### config.mk
export PLATFORM = sky130hd
export DESIGN_NAME = lift_car_controller_flat
export DESIGN_NICKNAME = d
export VERILOG_FILES = /design/src/rtl/lift_car_controller_if.sv /design/src/rtl/lift_car_controller.sv /design/src/flat_wrapper.sv
export SDC_FILE = /design/constraint.sdc
export NUM_CORES = 1
export LEC_CHECK = 0
export BUFFER_PORTS_ARGS = -buffer_cell sky130_fd_sc_hd__buf_2
export CORE_ASPECT_RATIO = 0.6
export CORE_UTILIZATION = 60
export DETAILED_ROUTE_END_ITERATION = 8
export PLACE_DENSITY_LB_ADDON = 0.08
export REMOVE_ABC_BUFFERS = 1
export SYNTH_ARGS = -nofsm -noshare
export SYNTH_HDL_FRONTEND = slang
export SYNTH_SLANG_ARGS = --single-unit
### constraint.sdc
create_clock -name clk -period 3.9 [get_ports clk]
set_clock_uncertainty 0.05 [all_clocks]
set_input_delay 0.39 -clock clk [delete_from_list [all_inputs] [get_ports clk]]
set_output_delay 0.39 -clock clk [all_outputs]
set_load 0.02 [all_outputs]
### src/rtl/lift_car_controller_if.sv
// Dispatcher <-> car controller signal bundle.
// The dispatcher side drives the stop vector; the car side reports its
// position, motion, door state and per-floor service pulses.
interface lift_car_controller_if;
  logic [10:0] FloortoLift;
  logic [3:0]  liftstate;
  logic        moving;
  logic        dir_up;
  logic        door_open;
  logic [10:0] served;

  modport slave (
    input  FloortoLift,
    output liftstate,
    output moving,
    output dir_up,
    output door_open,
    output served
  );

  modport master (
    output FloortoLift,
    input  liftstate,
    input  moving,
    input  dir_up,
    input  door_open,
    input  served
  );
endinterface

### src/rtl/lift_car_controller.sv
// Per-car motion and door controller.
// Latches rising edges of the dispatcher stop vector, serves the stops in
// SCAN order, times floor-to-floor travel and door dwell, and pulses a
// one-hot served vector whenever a floor is serviced.
module lift_car_controller #(
  parameter int TRAVEL_CYCLES = 8,
  parameter int DOOR_CYCLES   = 16
) (
  input  logic                 clk,
  input  logic                 rst,
  lift_car_controller_if.slave bus
);

  localparam int TMAX = (TRAVEL_CYCLES > DOOR_CYCLES) ? TRAVEL_CYCLES : DOOR_CYCLES;
  localparam int TW   = $clog2(TMAX);
  localparam logic [TW-1:0] TRAVEL_LOAD = TW'(TRAVEL_CYCLES - 1);
  localparam logic [TW-1:0] DOOR_LOAD   = TW'(DOOR_CYCLES - 1);
  localparam logic [3:0]    TOP_FLOOR   = 4'd10;

  typedef enum logic [1:0] {
    IDLE      = 2'd0,
    MOVE_UP   = 2'd1,
    MOVE_DOWN = 2'd2,
    DOOR      = 2'd3
  } state_t;

  state_t          state_q, state_d;
  logic [10:0]     req_q;
  logic [10:0]     pending_q, pending_d;
  logic [3:0]      floor_q, floor_d;
  logic            dir_q, dir_d;
  logic [TW-1:0]   timer_q, timer_d;
  logic [10:0]     served_q, served_d;
  logic            moving_q, door_open_q;

  logic [10:0]     new_s;
  logic [10:0]     here_bit_s;
  logic            above_s, below_s, here_s;
  logic [3:0]      next_floor_s;
  logic [10:0]     next_bit_s;

  // One-hot mask selecting floor f (all zero for f outside 0..10).
  function automatic logic [10:0] floor_bit(input logic [3:0] f);
    logic [10:0] b;
    for (int i = 0; i < 11; i++) begin
      b[i] = (int'(f) == i);
    end
    return b;
  endfunction

  // True when any pending stop lies strictly above floor f.
  function automatic logic any_above(input logic [10:0] p, input logic [3:0] f);
    logic r;
    r = 1'b0;
    for (int i = 0; i < 11; i++) begin
      if (i > int'(f)) begin
        r = r | p[i];
      end else begin
        r = r;
      end
    end
    return r;
  endfunction

  // True when any pending stop lies strictly below floor f.
  function automatic logic any_below(input logic [10:0] p, input logic [3:0] f);
    logic r;
    r = 1'b0;
    for (int i = 0; i < 11; i++) begin
      if (i < int'(f)) begin
        r = r | p[i];
      end else begin
        r = r;
      end
    end
    return r;
  endfunction

  assign new_s      = bus.FloortoLift & ~req_q;
  assign here_bit_s = floor_bit(floor_q);
  assign here_s     = |(pending_q & here_bit_s);
  assign above_s    = any_above(pending_q, floor_q);
  assign below_s    = any_below(pending_q, floor_q);

  // Floor the car reaches when the current travel leg completes (saturating).
  always_comb begin
    next_floor_s = floor_q;
    if (state_q == MOVE_UP) begin
      next_floor_s = (floor_q < TOP_FLOOR) ? floor_q + 4'd1 : floor_q;
    end else if (state_q == MOVE_DOWN) begin
      next_floor_s = (floor_q > 4'd0) ? floor_q - 4'd1 : floor_q;
    end else begin
      next_floor_s = floor_q;
    end
    next_bit_s = floor_bit(next_floor_s);
  end

  // Next-state, timer, direction and service decisions for the car.
  always_comb begin
    state_d  = state_q;
    floor_d  = floor_q;
    dir_d    = dir_q;
    timer_d  = timer_q;
    served_d = 11'h000;
    case (state_q)
      IDLE: begin
        if (here_s) begin
          state_d  = DOOR;
          served_d = here_bit_s;
          timer_d  = DOOR_LOAD;
        end else if (dir_q && above_s) begin
          state_d = MOVE_UP;
          timer_d = TRAVEL_LOAD;
        end else if (below_s) begin
          state_d = MOVE_DOWN;
          dir_d   = 1'b0;
          timer_d = TRAVEL_LOAD;
        end else if (above_s) begin
          state_d = MOVE_UP;
          dir_d   = 1'b1;
          timer_d = TRAVEL_LOAD;
        end else begin
          state_d = IDLE;
        end
      end
      MOVE_UP, MOVE_DOWN: begin
        if (timer_q != '0) begin
          timer_d = timer_q - TW'(1);
        end else begin
          floor_d = next_floor_s;
          if (|(pending_q & next_bit_s)) begin
            state_d  = DOOR;
            served_d = next_bit_s;
            timer_d  = DOOR_LOAD;
          end else if ((state_q == MOVE_UP) ? any_above(pending_q, next_floor_s)
                                            : any_below(pending_q, next_floor_s)) begin
            timer_d = TRAVEL_LOAD;
          end else begin
            state_d = IDLE;
          end
        end
      end
      DOOR: begin
        // A fresh request for this floor while the door is open is served
        // on the spot and keeps the door open for a full dwell again.
        if (|(new_s & here_bit_s)) begin
          served_d = here_bit_s;
          timer_d  = DOOR_LOAD;
        end else if (timer_q == '0) begin
          state_d = IDLE;
        end else begin
          timer_d = timer_q - TW'(1);
        end
      end
      default: begin
        state_d = IDLE;
      end
    endcase
    // Service wins over a coincident new edge on the same floor.
    pending_d = (pending_q | new_s) & ~served_d;
  end

  // State, position, timer, stop bookkeeping and registered outputs.
  always_ff @(posedge clk or negedge rst) begin
    if (!rst) begin
      state_q     <= IDLE;
      req_q       <= 11'h000;
      pending_q   <= 11'h000;
      floor_q     <= 4'd0;
      dir_q       <= 1'b1;
      timer_q     <= '0;
      served_q    <= 11'h000;
      moving_q    <= 1'b0;
      door_open_q <= 1'b0;
    end else begin
      state_q     <= state_d;
      req_q       <= bus.FloortoLift;
      pending_q   <= pending_d;
      floor_q     <= floor_d;
      dir_q       <= dir_d;
      timer_q     <= timer_d;
      served_q    <= served_d;
      moving_q    <= (state_d == MOVE_UP) || (state_d == MOVE_DOWN);
      door_open_q <= (state_d == DOOR);
    end
  end

  assign bus.liftstate = floor_q;
  assign bus.moving    = moving_q;
  assign bus.dir_up    = dir_q;
  assign bus.door_open = door_open_q;
  assign bus.served    = served_q;

endmodule

### src/flat_wrapper.sv
// flat-port wrapper written by rule: the top's interface ports become plain ports
module lift_car_controller_flat 
#(
  parameter int TRAVEL_CYCLES = 8,
  parameter int DOOR_CYCLES   = 16
)
  (clk, rst, bus_FloortoLift, bus_liftstate, bus_moving, bus_dir_up, bus_door_open, bus_served);
  lift_car_controller_if bus_i ();
  input  logic clk;
  input  logic rst;
  input wire logic [$bits(bus_i.FloortoLift)-1:0] bus_FloortoLift;
  output wire logic [$bits(bus_i.liftstate)-1:0] bus_liftstate;
  output wire logic [$bits(bus_i.moving)-1:0] bus_moving;
  output wire logic [$bits(bus_i.dir_up)-1:0] bus_dir_up;
  output wire logic [$bits(bus_i.door_open)-1:0] bus_door_open;
  output wire logic [$bits(bus_i.served)-1:0] bus_served;
  assign bus_i.FloortoLift = bus_FloortoLift;
  assign bus_liftstate = bus_i.liftstate;
  assign bus_moving = bus_i.moving;
  assign bus_dir_up = bus_i.dir_up;
  assign bus_door_open = bus_i.door_open;
  assign bus_served = bus_i.served;
  lift_car_controller #(.TRAVEL_CYCLES(TRAVEL_CYCLES), .DOOR_CYCLES(DOOR_CYCLES)) u_core (.clk(clk), .rst(rst), .bus(bus_i));
endmodule
# Word level (Yosys, flattened, before mapping)
# Cells that the tools add are included.
op_classes:
  shifts: 0
  n_div: 0
  n_addsub: 3
  order_cmp: 44
  n_eq_ne: 29
  n_bitwise: 50
  muxes: 140
  reduce_logical: 15
  multipliers: 0
ops:
  columns: ["cell", "n"]
  rows:
  - ["$mux W1", 112]
  - ["$eq A4 B4 Y1 const B", 14]
  - ["$and A11 B11 Y11", 5]
  - ["$mux W4", 13]
  - ["$mux W11", 4]
  - ["$or A1 B1 Y1", 39]
  - ["$pmux W11 S3", 1]
  - ["$reduce_or A11 Y1", 3]
  - ["$gt A3 B4 Y1 const A", 8]
  - ["$lt A3 B4 Y1 const A", 8]
  - ["$gt A4 B4 Y1 const A", 6]
  - ["$lt A4 B4 Y1 const A", 6]
  - ["$not A11 Y11", 2]
  - ["$eq A4 B3 Y1 const B", 4]
  - ["$gt A2 B4 Y1 const A", 4]
  - ["$lt A1 B4 Y1 const A", 4]
  - ["$lt A2 B4 Y1 const A", 4]
  - ["$mux W2", 8]
  - ["$logic_not A4 Y1", 3]
  - ["$pmux W4 S3", 1]
  - ["$or A11 B11 Y11", 1]
  - ["$eq A2 B2 Y1 const B", 4]
  - ["$eq A4 B2 Y1 const B", 2]
  - ["$gt A1 B4 Y1 const A", 2]
  - ["other kinds (19)", 23]
totals:
  latch_bits: 0
  n_memories: 0
  word_cells: 290
  ff_bits: 46
  out_inout_bits: 18
  mem_bits_ro: 0
  inputBits: 13
  ram_bits: 0

# Depth between registers and ports, before layout
# Gate-level depths: netlist (run 1).
depth:
  depth_word: 67
  depth_mapped: 14
  ltp_nobuf: 11

# Least setup slack after synthesis (run 1)
# OpenSTA, ideal clock, no wires.
synth_path:
  path_type: "register -> register"
  from: "reg u_core.floor_q[0], in the netlist u_core.bus.liftstate[0]"
  to: "reg u_core.pending_q[0]"
  setup_ps: 157
  t_arrival_ps: 3402
  period_less_slack_ps: 3609
  n_path_buf: 2
  t_required_ps: 3693
  path_slack_ps: 291
  stages_incl_launch_ff: 13
  path_cell_list: "dfrtp_1 buf_4 clkinv_1 ha_1 buf_2 o31a_1 o22ai_4 xnor2_4 mux2i_1 or3_4 and3_4 a2111oi_4 a222oi_1"
synth_via:
  elab_chain_len: 12
  word_cells_on_any_way: 43
  cone_classes: "2 x add/sub; 2 x order compare; 20 x eq/ne; 9 x mux; 5 x bitwise; 5 x reduce/logical"
synth_rtl:
  columns: ["item", "line_no", "rtl"]
  rows:
  - ["start, declared", "lift_car_controller.sv:30", "logic [3:0] floor_q, floor_d;"]
  - ["start signal, assigned", "lift_car_controller.sv:179", "floor_q <= floor_d;"]
  - ["$sub A4 B1 Y4 or $gt A4 B1 Y1 (tied branches)", "lift_car_controller.sv:91", "next_floor_s = (floor_q > 4'd0) ? floor_q - 4'd1 : floor_q;"]
  - ["$mux W4", "lift_car_controller.sv:91", null]
  - ["$mux W4", "lift_car_controller.sv:90", "end else if (state_q == MOVE_DOWN) begin"]
  - ["$mux W4", "lift_car_controller.sv:88", "if (state_q == MOVE_UP) begin"]
  - ["$eq A4 B2 Y1, or another cell as far along", "lift_car_controller.sv:46", "b[i] = (int'(f) == i);"]
  - ["$and A11 B11 Y11", "lift_car_controller.sv:131", "if (|(pending_q & next_bit_s)) begin"]
  - ["$reduce_or A11 Y1", "lift_car_controller.sv:131", null]
  - ["$mux W11", "lift_car_controller.sv:131", null]
  - ["$mux W11", "lift_car_controller.sv:127", "if (timer_q != '0) begin"]
  - ["$pmux W11 S3 *", "lift_car_controller.sv:105", "case (state_q)"]
  - ["$not A11 Y11 *", "lift_car_controller.sv:160", "pending_d = (pending_q | new_s) & ~served_d;"]
  - ["$and A11 B11 Y11 *", "lift_car_controller.sv:160", null]
  - ["named net u_core.pending_d[0]", "lift_car_controller.sv:29", "logic [10:0] pending_q, pending_d;"]
  - ["end signal, assigned", "lift_car_controller.sv:178", "pending_q <= pending_d;"]
  - ["end, declared", "lift_car_controller.sv:29", null]
# The timed path passes the listed nets; every way through them passes the cells marked *.
# A chain may end at the register's enable or synchronous reset.

# Final worst setup path (run 1)
layout_path:
  from: "reg u_core.floor_q[1], in the netlist u_core.bus.liftstate[1]"
  to: "reg u_core.moving_q, in the netlist u_core.bus.moving"
layout_via:
  elab_chain_len: 66
  word_cells_on_any_way: 235
  cone_classes: "2 x add/sub; 44 x order compare; 22 x eq/ne; 119 x mux; 41 x bitwise; 7 x reduce/logical"
layout_rtl:
  columns: ["item", "line_no", "rtl"]
  rows:
  - ["$sub A4 B1 Y4 or $gt A4 B1 Y1 (tied branches)", "lift_car_controller.sv:91", null]
  - ["$mux W4", "lift_car_controller.sv:91", null]
  - ["$mux W4", "lift_car_controller.sv:90", null]
  - ["$mux W4", "lift_car_controller.sv:88", null]
  - ["$lt A1 B4 Y1", "lift_car_controller.sv:70", "if (i < int'(f)) begin"]
  - ["$mux W1", "lift_car_controller.sv:70", null]
  - ["$mux W1", "lift_car_controller.sv:131", null]
  - ["$mux W1", "lift_car_controller.sv:127", null]
  - ["[... 51 more ...]", null, null]
  - ["$mux W1", "lift_car_controller.sv:135", "end else if ((state_q == MOVE_UP) ? any_above(pending_q, next_floor_s)"]
  - ["$mux W2", "lift_car_controller.sv:135", null]
  - ["$mux W2", "lift_car_controller.sv:131", null]
  - ["$mux W2", "lift_car_controller.sv:127", null]
  - ["$pmux W2 S3 *", "lift_car_controller.sv:105", null]
  - ["named net u_core.state_d[1]", "lift_car_controller.sv:27", "state_t state_q, state_d;"]
  - ["$eq A2 B1 Y1 or $eq A2 B2 Y1 (tied branches)", "lift_car_controller.sv:183", "moving_q <= (state_d == MOVE_UP) || (state_d == MOVE_DOWN);"]
  - ["$logic_or A1 B1 Y1 *", "lift_car_controller.sv:183", null]
  - ["end signal, assigned", "lift_car_controller.sv:183", null]
  - ["end, declared", "lift_car_controller.sv:34", "logic moving_q, door_open_q;"]
# The timed path passes the listed nets; every way through them passes the cells marked *. The select of a mux whose other input is x is not followed.

==> results of run 1 <==
power by group through the flow:
stage	combinational [W]	clock [W]	sequential, W
floorplan	0.00167	0	0.000801
global placement	0.00233	0	0.000758
detailed placement	0.00236	0	0.000764
CTS	0.00238	0.000367	0.000753
global route	0.00264	0.000385	0.000773
finish	0.00245	0.000363	0.000758
critical path, stage by stage, from the launching register on:
cell and delay [ns]:
dfrtp_1 0.44, inv_1 0.22, ha_1 0.36, or3b_1 0.53, a221oi_1 0.36, a211oi_1 0.12
o32ai_1 0.30, o41ai_2 0.14, a32oi_1 0.33, o211ai_1 0.16, a31oi_1 0.31, ha_1 0.30
Yosys cell counts, types with 3 or more instances:
library cell	number
dfrtp_1	45
a21oi_1	27
inv_1	25
o21ai_0	24
nand2_1	23
nor2_1	17
nand3_1	12
ha_1	11
a221oi_1	9
a22o_1	9
nor3_1	8
a31oi_1	7
nand2b_1	7
nor2b_1	7
buf_6	6
clkbuf_1	6
o211ai_1	6
a21o_1	5
and3_1	5
buf_1	5
buf_2	5
nor3b_1	5
a2111oi_4	4
a211oi_1	4
a222oi_1	4
a32oi_1	4
and2_1	4
mux2i_1	3
nor4bb_1	3
o31ai_1	3
layer usage:
layer,global-route usage [%],vias up,share of wire [%],wire length [um]
li1,-,1465,-,-
met1,49.5,1534,45,4470
met2,48.2,217,40,3990
met3,12.1,26,13,1280
met4,12.6,0,2.3,231
met5,0,-,0,0
area by class of cell:
| type | count | area [um2] | share of cell area [%] |
|---|---|---|---|
| Multi-Input combinational cell | 276 | 2070 | 54.9 |
| Sequential cell | 46 | 1150 | 30.6 |
| Timing Repair Buffer | 42 | 240 | 6.38 |
| Tap cell | 80 | 100 | 2.66 |
| Inverter | 26 | 97.6 | 2.59 |
| Clock buffer | 6 | 72.6 | 1.93 |
| Clock inverter | 2 | 37.5 | 0.996 |
registers in the layout (all words and copies together), names as in the netlist:
name                  count
u_core.timer_q            4
u_core.bus.dir_up         1
u_core.pending_q         11
u_core.bus.served        11
u_core.state_q            2
u_core.bus.door_open      1
u_core.bus.moving         1
u_core.req_q             11
u_core.bus.liftstate      4
logic make-up after synthesis:
kind of cell,synth area share [%]
adders and majority gates,3.97
buffers and inverters,7.26
muxes,0.867
and+or+nand+nor,18.9
xor gates and xnor gates,1.30
DFF,33.3
AOI/OAI and AO/OA,34.5
through the flow:
stage	std cells	hold WS (ns)
3_3_place_gp	470	0.451
3_5_place_dp	470	0.458
6_report	478	0.145
5_1_grt	478	0.142
2_1_floorplan	348	0.0444
4_1_cts	478	0.137
how the worst max path moves through the flow:
| stage | startpoint | to | slack (ns) |
|---|---|---|---|
| after floorplan | u_core.bus.liftstate[0] | u_core.pending_q[0] | 0.14 |
| after global placement | u_core.bus.liftstate[1] | u_core.bus.moving | 0.34 |
| after detailed placement | u_core.bus.liftstate[1] | u_core.bus.moving | 0.25 |
| after CTS | u_core.bus.liftstate[1] | u_core.bus.moving | 0.20 |
| after global routing | u_core.bus.liftstate[1] | u_core.bus.moving | 0.02 |
| final | u_core.bus.liftstate[1] | u_core.bus.moving | 0.16 |
==> results_tabular.tex, run 1 <==
\begin{tabular}{lr}
\hline
Metric & Value \\
\hline
\multicolumn{2}{l}{\textbf{Outcome}} \\
Run status & finished clean \\
\multicolumn{2}{l}{\textbf{STA}} \\
Post-layout minimum cycle time & 3.74 ns \\
Worst-Margin Slew & just over 1 ns \\
Final setup fails & 0 \\
Final clock period utilization by the worst path & between 90\% and 100\% \\
Fin. Hold Viols & 0 \\
Final-report max-slew violation count & 0 \\
Post-Route Setup TNS & 0 ns \\
Final worst-path setup slack & 0.158 ns \\
Rel. slew slack & a little under a third \\
Maximum clock rate & 0.267 GHz \\
RSZ-0062 raised after global routing & no \\
\multicolumn{2}{l}{\textbf{GRT}} \\
Wire length of the first global-routing pass & 15400 um \\
Initial antenna violation count & 0 \\
Largest net degree at the start of global routing & 47 \\
Vias in the first global route & 2800 \\
GRT overflow & 0 \\
Total routing resource utilization after global routing & between 30\% and 40\% \\
\multicolumn{2}{l}{\textbf{Yosys}} \\
Portion of the post-synthesis area used by sequential elements & approximately a third \\
Number of synthesis warnings & 0 \\
Synth Flop Type & dfrtp\_1 \\
Ys async rst share & 100\% \\
Number of storage elements in the synthesis netlist & between 40 and 50 \\
Count of cell types in the netlist & 85 \\
EDFF count, synth & 0 \\
Largest area contributor in the synthesized netlist & dfrtp\_1 \\
Fraction of post-synthesis cell area in the top cell type by area & between 30\% and 40\% \\
Top area cells in the synthesized netlist & dfrtp\_1, ha\_1, a21oi\_1 \\
Average cell area after synthesis & approximately 9.3 um2 \\
Netlist Area Pre-Place & roughly 0.0035 mm2 \\
Synthesized instance count & $\sim$370 \\
\multicolumn{2}{l}{\textbf{Min path}} \\
Hold path cells & 1 \\
Worst Hold Class & input port to register \\
Hold path startpoint & bus\_FloortoLift[3] \\
WHS Endpoint & u\_core.req\_q[3] \\
\multicolumn{2}{l}{\textbf{Clock tree}} \\
Clock Tree Root & clkbuf\_8 \\
TritonCTS clock tree & yes \\
Post-cts resize count & 0 \\
Sink count of the clock tree & 46 \\
Clock latency reported for the late side of the worst-skew pair & 0.31 ns \\
Postcts setup bufs & 0 \\
Cts bufs inserted & 5 \\
Number of buffers on the longest clock path & 2 \\
Count of hold buffers inserted by post-cts repair & 0 \\
Maximum level of the CTS H-tree & 2 \\
Clk slew on worst S/H paths & approximately 0.09 ns \\
\multicolumn{2}{l}{\textbf{Layout}} \\
Total inserted antenna cells & 0 \\
Most used cells in the layout excluding fill and tap cells & dfrtp\_1, buf\_2, a21oi\_1 \\
Fin util & 67.6\% \\
Total Nets Final & between 400 and 500 \\
Layout cell share with drive strength beyond 1 & around a fifth \\
Most common cell after layout, fill and taps aside & dfrtp\_1 \\
Final non-filler cell area & 0.00377 mm2 \\
Filler Cells Inserted & between 400 and 500 \\
Area overhead of the layout relative to synthesis & 8.74\% \\
\multicolumn{2}{l}{\textbf{Critical path}} \\
Sort of element at the end of the critical path & register \\
Maximum fanout count along the critical path & 6 \\
Worst setup path category & register to register \\
Req. time, crit path & about 4 ns \\
Start of the worst register-to-register path & u\_core.bus.liftstate[1] \\
Type of element launching the critical path & register \\
R2R setup slack & between 0.15 and 0.2 ns \\
Endpoint of the lowest-slack register-to-register path & u\_core.bus.moving \\
Arrival @ worst endpoint & 3.89 ns \\
Logic depth of the worst register-to-register path & 11 \\
\multicolumn{2}{l}{\textbf{Floorplanning}} \\
Width of the die & approximately 100 um \\
Number of top-level pins & 31 \\
Floorplan row count & 21 \\
Chip Height & 60.9 um \\
Die outline area & approximately 0.006 mm2 \\
Initial standard-cell utilization of the core & 62.2\% \\
Area inside the core boundary & roughly 0.0056 mm2 \\
\multicolumn{2}{l}{\textbf{Placed design}} \\
Total placed instance area & $\sim$0.0037 mm2 \\
Setup Slack @ Placement & 0.249 ns \\
Count of buffers from port buffering & 30 \\
Routability congestion estimate from global placement & roughly 1 \\
Half-perimeter wire length after detailed placement & between 7000 and 8000 um \\
\multicolumn{2}{l}{\textbf{Power and ir drop}} \\
Proportion of total power due to net switching & between 50\% and 60\% \\
Comb pwr share & about two thirds \\
Net switching power & 0.00189 W \\
Power consumption & roughly 0.0036 W \\
Power density over cell area & around 950 mW/mm2 \\
Cell internal power dissipation & between 0.0015 and 0.002 W \\
Leakage power & about 1.6 nW \\
Part of the power in registers & a little over a fifth \\
Clk network pwr share & between 10\% and 20\% \\
VDD IR max & between 500 and 600 uV \\
\multicolumn{2}{l}{\textbf{Flow run}} \\
Max cap viols & 0 \\
\multicolumn{2}{l}{\textbf{Routing}} \\
Final antenna-violating net count & 0 \\
Average via count per standard cell & 6.78 \\
Vias & 3242 \\
Routed wire length & roughly 10000 um \\
Detailed-route wire length per cell & 20.9 um \\
DR pass1 iterations & 5 \\
Number of DRC violations after detailed-routing iteration 0 & between 300 and 400 \\
Number of remaining DRC errors & 0 \\
\hline
\end{tabular}
(Power assumes the default switching activity.)
==> run 2, diff against run 1 <==
GPL_ROUTABILITY_DRIVEN = 1   (was not set)
clock period = 4.1 ns   (was 3.9 ns; I/O delays follow)
==> results_tabular.tex, run 2 (synthesis gave the netlist of run 1 again) <==
\begin{tabular}{lr}
\hline
Metric & Value \\
\hline
\multicolumn{2}{l}{\textbf{Layout}} \\
Area overhead of the layout relative to synthesis & 7.69\% \\
Final Instance Count excl. Fillers & 474 (-0.84\%) \\
Total Nets Final & 417 (-0.95\%) \\
Most used cells in the layout excluding fill and tap cells & dfrtp\_1, buf\_2, a21oi\_1 \\
Filler Cells Inserted & 460 (-2.7\%) \\
Final non-filler cell area & 0.00373 mm2 (-0.96\%) \\
Most common cell after layout, fill and taps aside & dfrtp\_1 \\
Total inserted antenna cells & 0 (unchanged) \\
Layout cell share with drive strength beyond 1 & 18.5\% (-1.1 points) \\
FF+latch area & 0.00115 mm2 (unchanged) \\
Area taken by multi-input logic gates & 0.00206 mm2 (-0.30\%) \\
\multicolumn{2}{l}{\textbf{STA}} \\
Final clock period utilization by the worst path & 94.5\% (-1.5 points) \\
Rel. slew slack & 32.4\% (+1.5 points) \\
Fin. Hold Viols & 0 (unchanged) \\
Worst-Margin Slew & 1.01 ns (-0.0218 ns) \\
Maximum clock rate & 0.258 GHz (-3.4\%) \\
Final worst-path setup slack & 0.226 ns (+0.0678 ns) \\
Post-layout minimum cycle time & 3.87 ns (+0.132 ns) \\
Fin Hold WS & 0.163 ns (+0.0179 ns) \\
Final setup fails & 0 (unchanged) \\
Post-Route Setup TNS & 0 ns (unchanged) \\
Final-report max-slew violation count & 0 (unchanged) \\
RSZ-0062 raised after global routing & no \\
\multicolumn{2}{l}{\textbf{Floorplanning}} \\
Initial standard-cell utilization of the core & 62.2\% (unchanged) \\
Area inside the core boundary & 0.00557 mm2 (unchanged) \\
Chip Height & 60.9 um (unchanged) \\
Floorplan row count & 21 (unchanged) \\
Number of top-level pins & 31 (unchanged) \\
Width of the die & 100 um (unchanged) \\
Die outline area & 0.00609 mm2 (unchanged) \\
\multicolumn{2}{l}{\textbf{GRT}} \\
GRT overflow & 0 (unchanged) \\
Vias in the first global route & 2845 (+1.6\%) \\
Largest net degree at the start of global routing & 47 (unchanged) \\
Total routing resource utilization after global routing & 34.2\% (-0.44 points) \\
Initial antenna violation count & 0 (unchanged) \\
Wire length of the first global-routing pass & 15400 um (-0.58\%) \\
\multicolumn{2}{l}{\textbf{Min path}} \\
Hold path startpoint & bus\_FloortoLift[3] \\
Worst Hold Class & input port to register \\
\multicolumn{2}{l}{\textbf{Routing}} \\
Met3 routed wirelength & 1220 um (-4.3\%) \\
Number of DRC violations after detailed-routing iteration 0 & 291 (-10\%) \\
Top metal layer carrying routed signals & met4 \\
Average via count per standard cell & 6.80 (+0.25\%) \\
Routed wire length & 9870 um (-1.1\%) \\
Vias & 3223 (-0.59\%) \\
Number of remaining DRC errors & 0 (unchanged) \\
Detailed-route wire length per cell & 20.8 um (-0.24\%) \\
DR pass1 iterations & 5 (unchanged) \\
Met2 wire length & 3960 um (-0.78\%) \\
Final antenna-violating net count & 0 (unchanged) \\
Metal1 wirelength & 4500 um (+0.65\%) \\
\multicolumn{2}{l}{\textbf{Placed design}} \\
Routability congestion estimate from global placement & 0.969 (-0.30\%) \\
Total placed instance area & 0.00362 mm2 (-0.82\%) \\
Placed cell count & 466 (-0.85\%) \\
Count of buffers from port buffering & 30 (unchanged) \\
Setup Slack @ Placement & 0.349 ns (+0.0998 ns) \\
Half-perimeter wire length after detailed placement & 7270 um (about the same) \\
\multicolumn{2}{l}{\textbf{Clock tree}} \\
Cts bufs inserted & 5 (unchanged) \\
Sink count of the clock tree & 46 (unchanged) \\
Postcts setup bufs & 0 (unchanged) \\
Count of hold buffers inserted by post-cts repair & 0 (unchanged) \\
Post-cts resize count & 0 (unchanged) \\
Number of buffers on the longest clock path & 2 (unchanged) \\
Clock latency reported for the late side of the worst-skew pair & 0.32 ns (about the same) \\
TritonCTS clock tree & yes \\
Clk slew on worst S/H paths & 0.09 ns (about the same) \\
Clock Tree Root & clkbuf\_8 \\
Maximum level of the CTS H-tree & 2 (unchanged) \\
\multicolumn{2}{l}{\textbf{Critical path}} \\
Cell-by-cell listing of the critical path & buf\_4 -> inv\_1 -> ha\_1 -> or3b\_1 -> a22oi\_2 -> a22o\_2 -> and3\_1 -> a31oi\_1 -> o211a\_2 -> a21o\_1 -> a31oi\_1 -> ha\_1 \\
Req. time, crit path & 4.25 ns (+0.20 ns) \\
Arrival @ worst endpoint & 4.02 ns (+0.13 ns) \\
Start of the worst register-to-register path & u\_core.bus.liftstate[1] \\
Delay-heaviest family, CP & compound AO/OA/AOI/OAI gates \\
Worst setup path category & register to register \\
Type of element launching the critical path & register \\
Number of buffer and inverter instances along the worst setup path & 2 (+1) \\
Maximum fanout count along the critical path & 9 (+3) \\
First element of the critical path & u\_core.bus.liftstate[1] \\
Cell with the largest stage delay on the worst path & or3b\_1 \\
Slowest Stage Delay on Critical Path & 0.52 ns (about the same) \\
Sort of element at the end of the critical path & register \\
\multicolumn{2}{l}{\textbf{Power and ir drop}} \\
VDD IR max & 599 uV (+3.0\%) \\
Power density over cell area & 903 mW/mm2 (-4.8\%) \\
Leakage power & 1.58 nW (-1.3\%) \\
\multicolumn{2}{l}{\textbf{Flow run}} \\
Max cap viols & 0 (unchanged) \\
\multicolumn{2}{l}{\textbf{Outcome}} \\
Run status & finished clean \\
\hline
\end{tabular}
[run 2: area by class of cell]
cell class	count	area share, %
timing repair buffer	38	5.63
clock inverter	2	1.01
clock buffer	6	1.95
inverter	26	2.62
sequential	46	30.9
multi-input combinational	276	55.2
tap	80	2.68
[run 2: stage by stage]
| step | power [W] | utilization, % |
|---|---|---|
| final | 0.00337 | 67.0 |
| after global routing | 0.00357 | 67.0 |
| after CTS | 0.00331 | 67.0 |
| after detailed placement | 0.00295 | 65.0 |
| after global placement | 0.00291 | 65.0 |
| after floorplan | 0.00235 | - |
[run 2: layer usage]
metal | global-route usage [%] | vias to the layer above
li1 | - | 1456
met1 | 50.2 | 1547
met2 | 48.7 | 193
met3 | 10.1 | 27
met4 | 9.52 | 0
met5 | 0 | -
[run 2: where the power goes]
group	total (W)	switching (W)	leakage, nW	internal, W
Sequential	0.000724	0.000158	0.538	0.000567
Combinational	0.00230	0.00147	0.994	0.000831
Clock	0.000347	0.000165	0.0514	0.000182
Total	0.00337	0.00179	1.58	0.00158
[run 2: worst paths after layout]
kind / to / slack (ns) / cells after the start
setup / recovery: u_core.bus.moving / 0.23 / 12
hold / removal: u_core.req_q[3] / 0.16 / 1
setup reg to reg: u_core.bus.moving / 0.23 / 12
hold reg to reg: u_core.bus.dir_up / 0.48 / 2
max in group asynchronous: u_core.bus.moving / 3.17 / 1
min in group asynchronous: u_core.bus.served[4] / 0.21 / 1
==> run 3, diff against run 2 <==
ABC_AREA = 1   (was not set)
CORE_ASPECT_RATIO = 0.75   (was 0.6)
==> results_tabular.tex, run 3 <==
\begin{tabular}{lr}
\hline
Metric & Value \\
\hline
\multicolumn{2}{l}{\textbf{Outcome}} \\
Run status & finished clean \\
\multicolumn{2}{l}{\textbf{Critical path}} \\
Start of the worst register-to-register path & u\_core.bus.liftstate[0] \\
Endpoint of the lowest-slack register-to-register path & u\_core.bus.moving \\
Sort of element at the end of the critical path & register \\
R2R setup slack & 0.69 ns (+0.46 ns) \\
Logic depth of the worst register-to-register path & 20 (+8) \\
Worst setup path category & register to register \\
Arrival @ worst endpoint & 3.56 ns (-0.46 ns) \\
Req. time, crit path & 4.24 ns (about the same) \\
Type of element launching the critical path & register \\
Maximum fanout count along the critical path & 8 (-1) \\
\multicolumn{2}{l}{\textbf{Clock tree}} \\
TritonCTS clock tree & yes \\
Clock Tree Root & clkbuf\_8 \\
Sink count of the clock tree & 46 (unchanged) \\
Clk slew on worst S/H paths & 0.09 ns (about the same) \\
Count of hold buffers inserted by post-cts repair & 0 (unchanged) \\
Number of buffers on the longest clock path & 2 (unchanged) \\
Maximum level of the CTS H-tree & 2 (unchanged) \\
Post-cts resize count & 0 (unchanged) \\
Cts bufs inserted & 5 (unchanged) \\
Clock latency reported for the late side of the worst-skew pair & 0.31 ns (about the same) \\
Postcts setup bufs & 0 (unchanged) \\
\multicolumn{2}{l}{\textbf{STA}} \\
Rel. slew slack & 32.8\% (+0.34 points) \\
Final-report max-slew violation count & 0 (unchanged) \\
Maximum clock rate & 0.293 GHz (+13\%) \\
RSZ-0062 raised after global routing & no \\
Post-layout minimum cycle time & 3.41 ns (-0.459 ns) \\
Post-Route Setup TNS & 0 ns (unchanged) \\
Final clock period utilization by the worst path & 83.3\% (-11 points) \\
Fin. Hold Viols & 0 (unchanged) \\
Final setup fails & 0 (unchanged) \\
Worst-Margin Slew & 1.01 ns (-0.00511 ns) \\
\multicolumn{2}{l}{\textbf{Layout}} \\
Total inserted antenna cells & 0 (unchanged) \\
Filler Cells Inserted & 435 (-5.4\%) \\
Area overhead of the layout relative to synthesis & 8.80\% \\
Area taken by multi-input logic gates & 0.00169 mm2 (-18\%) \\
Fin util & 68.7\% (+1.7 points) \\
Total Nets Final & 482 (+16\%) \\
Most common cell after layout, fill and taps aside & nand2\_1 \\
Most used cells in the layout excluding fill and tap cells & nand2\_1, inv\_1, dfrtp\_1 \\
FF+latch area & 0.00115 mm2 (unchanged) \\
Layout cell share with drive strength beyond 1 & 14.8\% (-3.7 points) \\
\multicolumn{2}{l}{\textbf{Yosys}} \\
Number of storage elements in the synthesis netlist & 46 (unchanged) \\
Number of synthesis warnings & 0 (unchanged) \\
Netlist Area Pre-Place & 0.00313 mm2 (-9.7\%) \\
Largest area contributor in the synthesized netlist & dfrtp\_1 \\
Synth Flop Type & dfrtp\_1 \\
Most numerous cell types in the synthesized netlist & nand2\_1, inv\_1, dfrtp\_1, nand3\_1, nor2\_1 \\
Synthesized instance count & 431 (+16\%) \\
Average cell area after synthesis & 7.26 um2 (-22\%) \\
Ys async rst share & 100\% (unchanged) \\
EDFF count, synth & 0 (unchanged) \\
Portion of the post-synthesis area used by sequential elements & 36.8\% (+3.6 points) \\
Fraction of post-synthesis cell area in the top cell type by area & 36.0\% (+3.5 points) \\
Count of cell types in the netlist & 38 (-55\%) \\
Top area cells in the synthesized netlist & dfrtp\_1, nand2\_1, inv\_1 \\
Most common cell in the synthesized netlist & nand2\_1 \\
\multicolumn{2}{l}{\textbf{Flow run}} \\
Max cap viols & 0 (unchanged) \\
\multicolumn{2}{l}{\textbf{Floorplanning}} \\
Initial standard-cell utilization of the core & 63.2\% (+0.96 points) \\
Width of the die & 85.4 um (-15\%) \\
Die outline area & 0.00551 mm2 (-9.5\%) \\
Chip Height & 64.5 um (+6.0\%) \\
Number of top-level pins & 31 (unchanged) \\
Floorplan row count & 22 (+4.8\%) \\
Area inside the core boundary & 0.00495 mm2 (-11\%) \\
\multicolumn{2}{l}{\textbf{Placed design}} \\
Routability congestion estimate from global placement & 0.993 (+2.4\%) \\
Half-perimeter wire length after detailed placement & 7080 um (-2.6\%) \\
Count of buffers from port buffering & 30 (unchanged) \\
\multicolumn{2}{l}{\textbf{GRT}} \\
Largest net degree at the start of global routing & 47 (unchanged) \\
Total routing resource utilization after global routing & 36.3\% (+2.1 points) \\
Wire length of the first global-routing pass & 15100 um (-1.7\%) \\
GRT overflow & 0 (unchanged) \\
Initial antenna violation count & 0 (unchanged) \\
Vias in the first global route & 3000 (+5.4\%) \\
\multicolumn{2}{l}{\textbf{Routing}} \\
Number of remaining DRC errors & 0 (unchanged) \\
Final antenna-violating net count & 0 (unchanged) \\
Detailed-route wire length per cell & 18.0 um (-13\%) \\
Average via count per standard cell & 6.18 (-9.0\%) \\
Vias & 3210 (-0.40\%) \\
Number of DRC violations after detailed-routing iteration 0 & 497 (+71\%) \\
Routed wire length & 9350 um (-5.3\%) \\
DR pass1 iterations & 5 (unchanged) \\
\multicolumn{2}{l}{\textbf{Min path}} \\
Hold path cells & 1 (unchanged) \\
WHS Endpoint & u\_core.req\_q[7] \\
Worst Hold Class & input port to register \\
Hold path startpoint & bus\_FloortoLift[7] \\
\multicolumn{2}{l}{\textbf{Power and ir drop}} \\
Leakage power & 1.73 nW (+9.3\%) \\
Power density over cell area & 902 mW/mm2 (about the same) \\
VDD IR max & 570 uV (-4.8\%) \\
\hline
\end{tabular}
==> run 3: where the power goes <==
part	internal, W	switching, W	total, W
logic	0.000579	0.00141	0.00199
registers	0.000580	0.000157	0.000737
clock network	0.000183	0.000160	0.000343
==> run 3: final cells by class <==
| type | instances | share of cell area, % |
|---|---|---|
| clock buffers | 5 | 2.02 |
| clock inverters | 3 | 1.29 |
| inverters | 61 | 6.73 |
| multi-input cells | 314 | 49.5 |
| flip-flops and latches | 46 | 33.8 |
| well taps | 60 | 2.21 |
| repair buffers | 30 | 4.41 |
==> run 3: cell families after synthesis <==
family / count (synthesis) / share of synthesized area [%]
simple gates: 212 / 31.9
compound gates: 89 / 17.0
buf+inv: 71 / 9.32
flops: 46 / 36.8
fa+ha+maj: 11 / 4.40
xor+xnor: 2 / 0.560
==> run 3: worst max-delay path by stage <==
stage,from,endpoint,slack (ns)
global placement,u_core.bus.liftstate[0],u_core.bus.moving,0.78
floorplan,u_core.bus.liftstate[1],u_core.bus.moving,1.33
global route,u_core.bus.liftstate[0],u_core.bus.moving,0.48
detailed placement,u_core.bus.liftstate[0],u_core.bus.moving,0.80
CTS,u_core.bus.liftstate[0],u_core.bus.moving,0.79
finish,u_core.bus.liftstate[0],u_core.bus.moving,0.69
==> run 3: through the flow <==
stage | setup slack [ns] | hold slack [ns] | power (W) | cell area [um2] | std cells
2_1_floorplan | 1.33 | 0.0644 | 0.00211 | 3070 | 421
3_3_place_gp | 0.779 | 0.455 | 0.00265 | 3290 | 511
3_5_place_dp | 0.800 | 0.463 | 0.00265 | 3290 | 511
4_1_cts | 0.786 | 0.162 | 0.00300 | 3400 | 519
5_1_grt | 0.480 | 0.151 | 0.00331 | 3400 | 519
6_report | 0.685 | 0.161 | 0.00307 | 3400 | 519
==> run 3: layer usage <==
metal	wire length (um)	part of all wire, %	track usage [%]	vias to the layer above
met5	0	0	0	-
met1	4130	44	52.3	1485
met3	1180	13	9.94	17
met2	3850	41	53.6	208
li1	-	-	-	1500
met4	180	1.9	10.2	0
==> run 3: critical path, stage by stage, from the launching register on <==
cell and delay, ns:
dfrtp_1 0.46, inv_1 0.26, ha_1 0.28, inv_1 0.07
nand2_1 0.18, nand2_1 0.13, nand2_1 0.11, nand3_1 0.08
nand2_2 0.20, nor2_1 0.13, nand3_1 0.16, nand3_1 0.12
nor2_1 0.23, nand2_2 0.12, nor2_4 0.12, nand2_1 0.07
nand2_1 0.06, nand2_1 0.05, nand2_1 0.06, nand2_1 0.08
ha_1 0.29
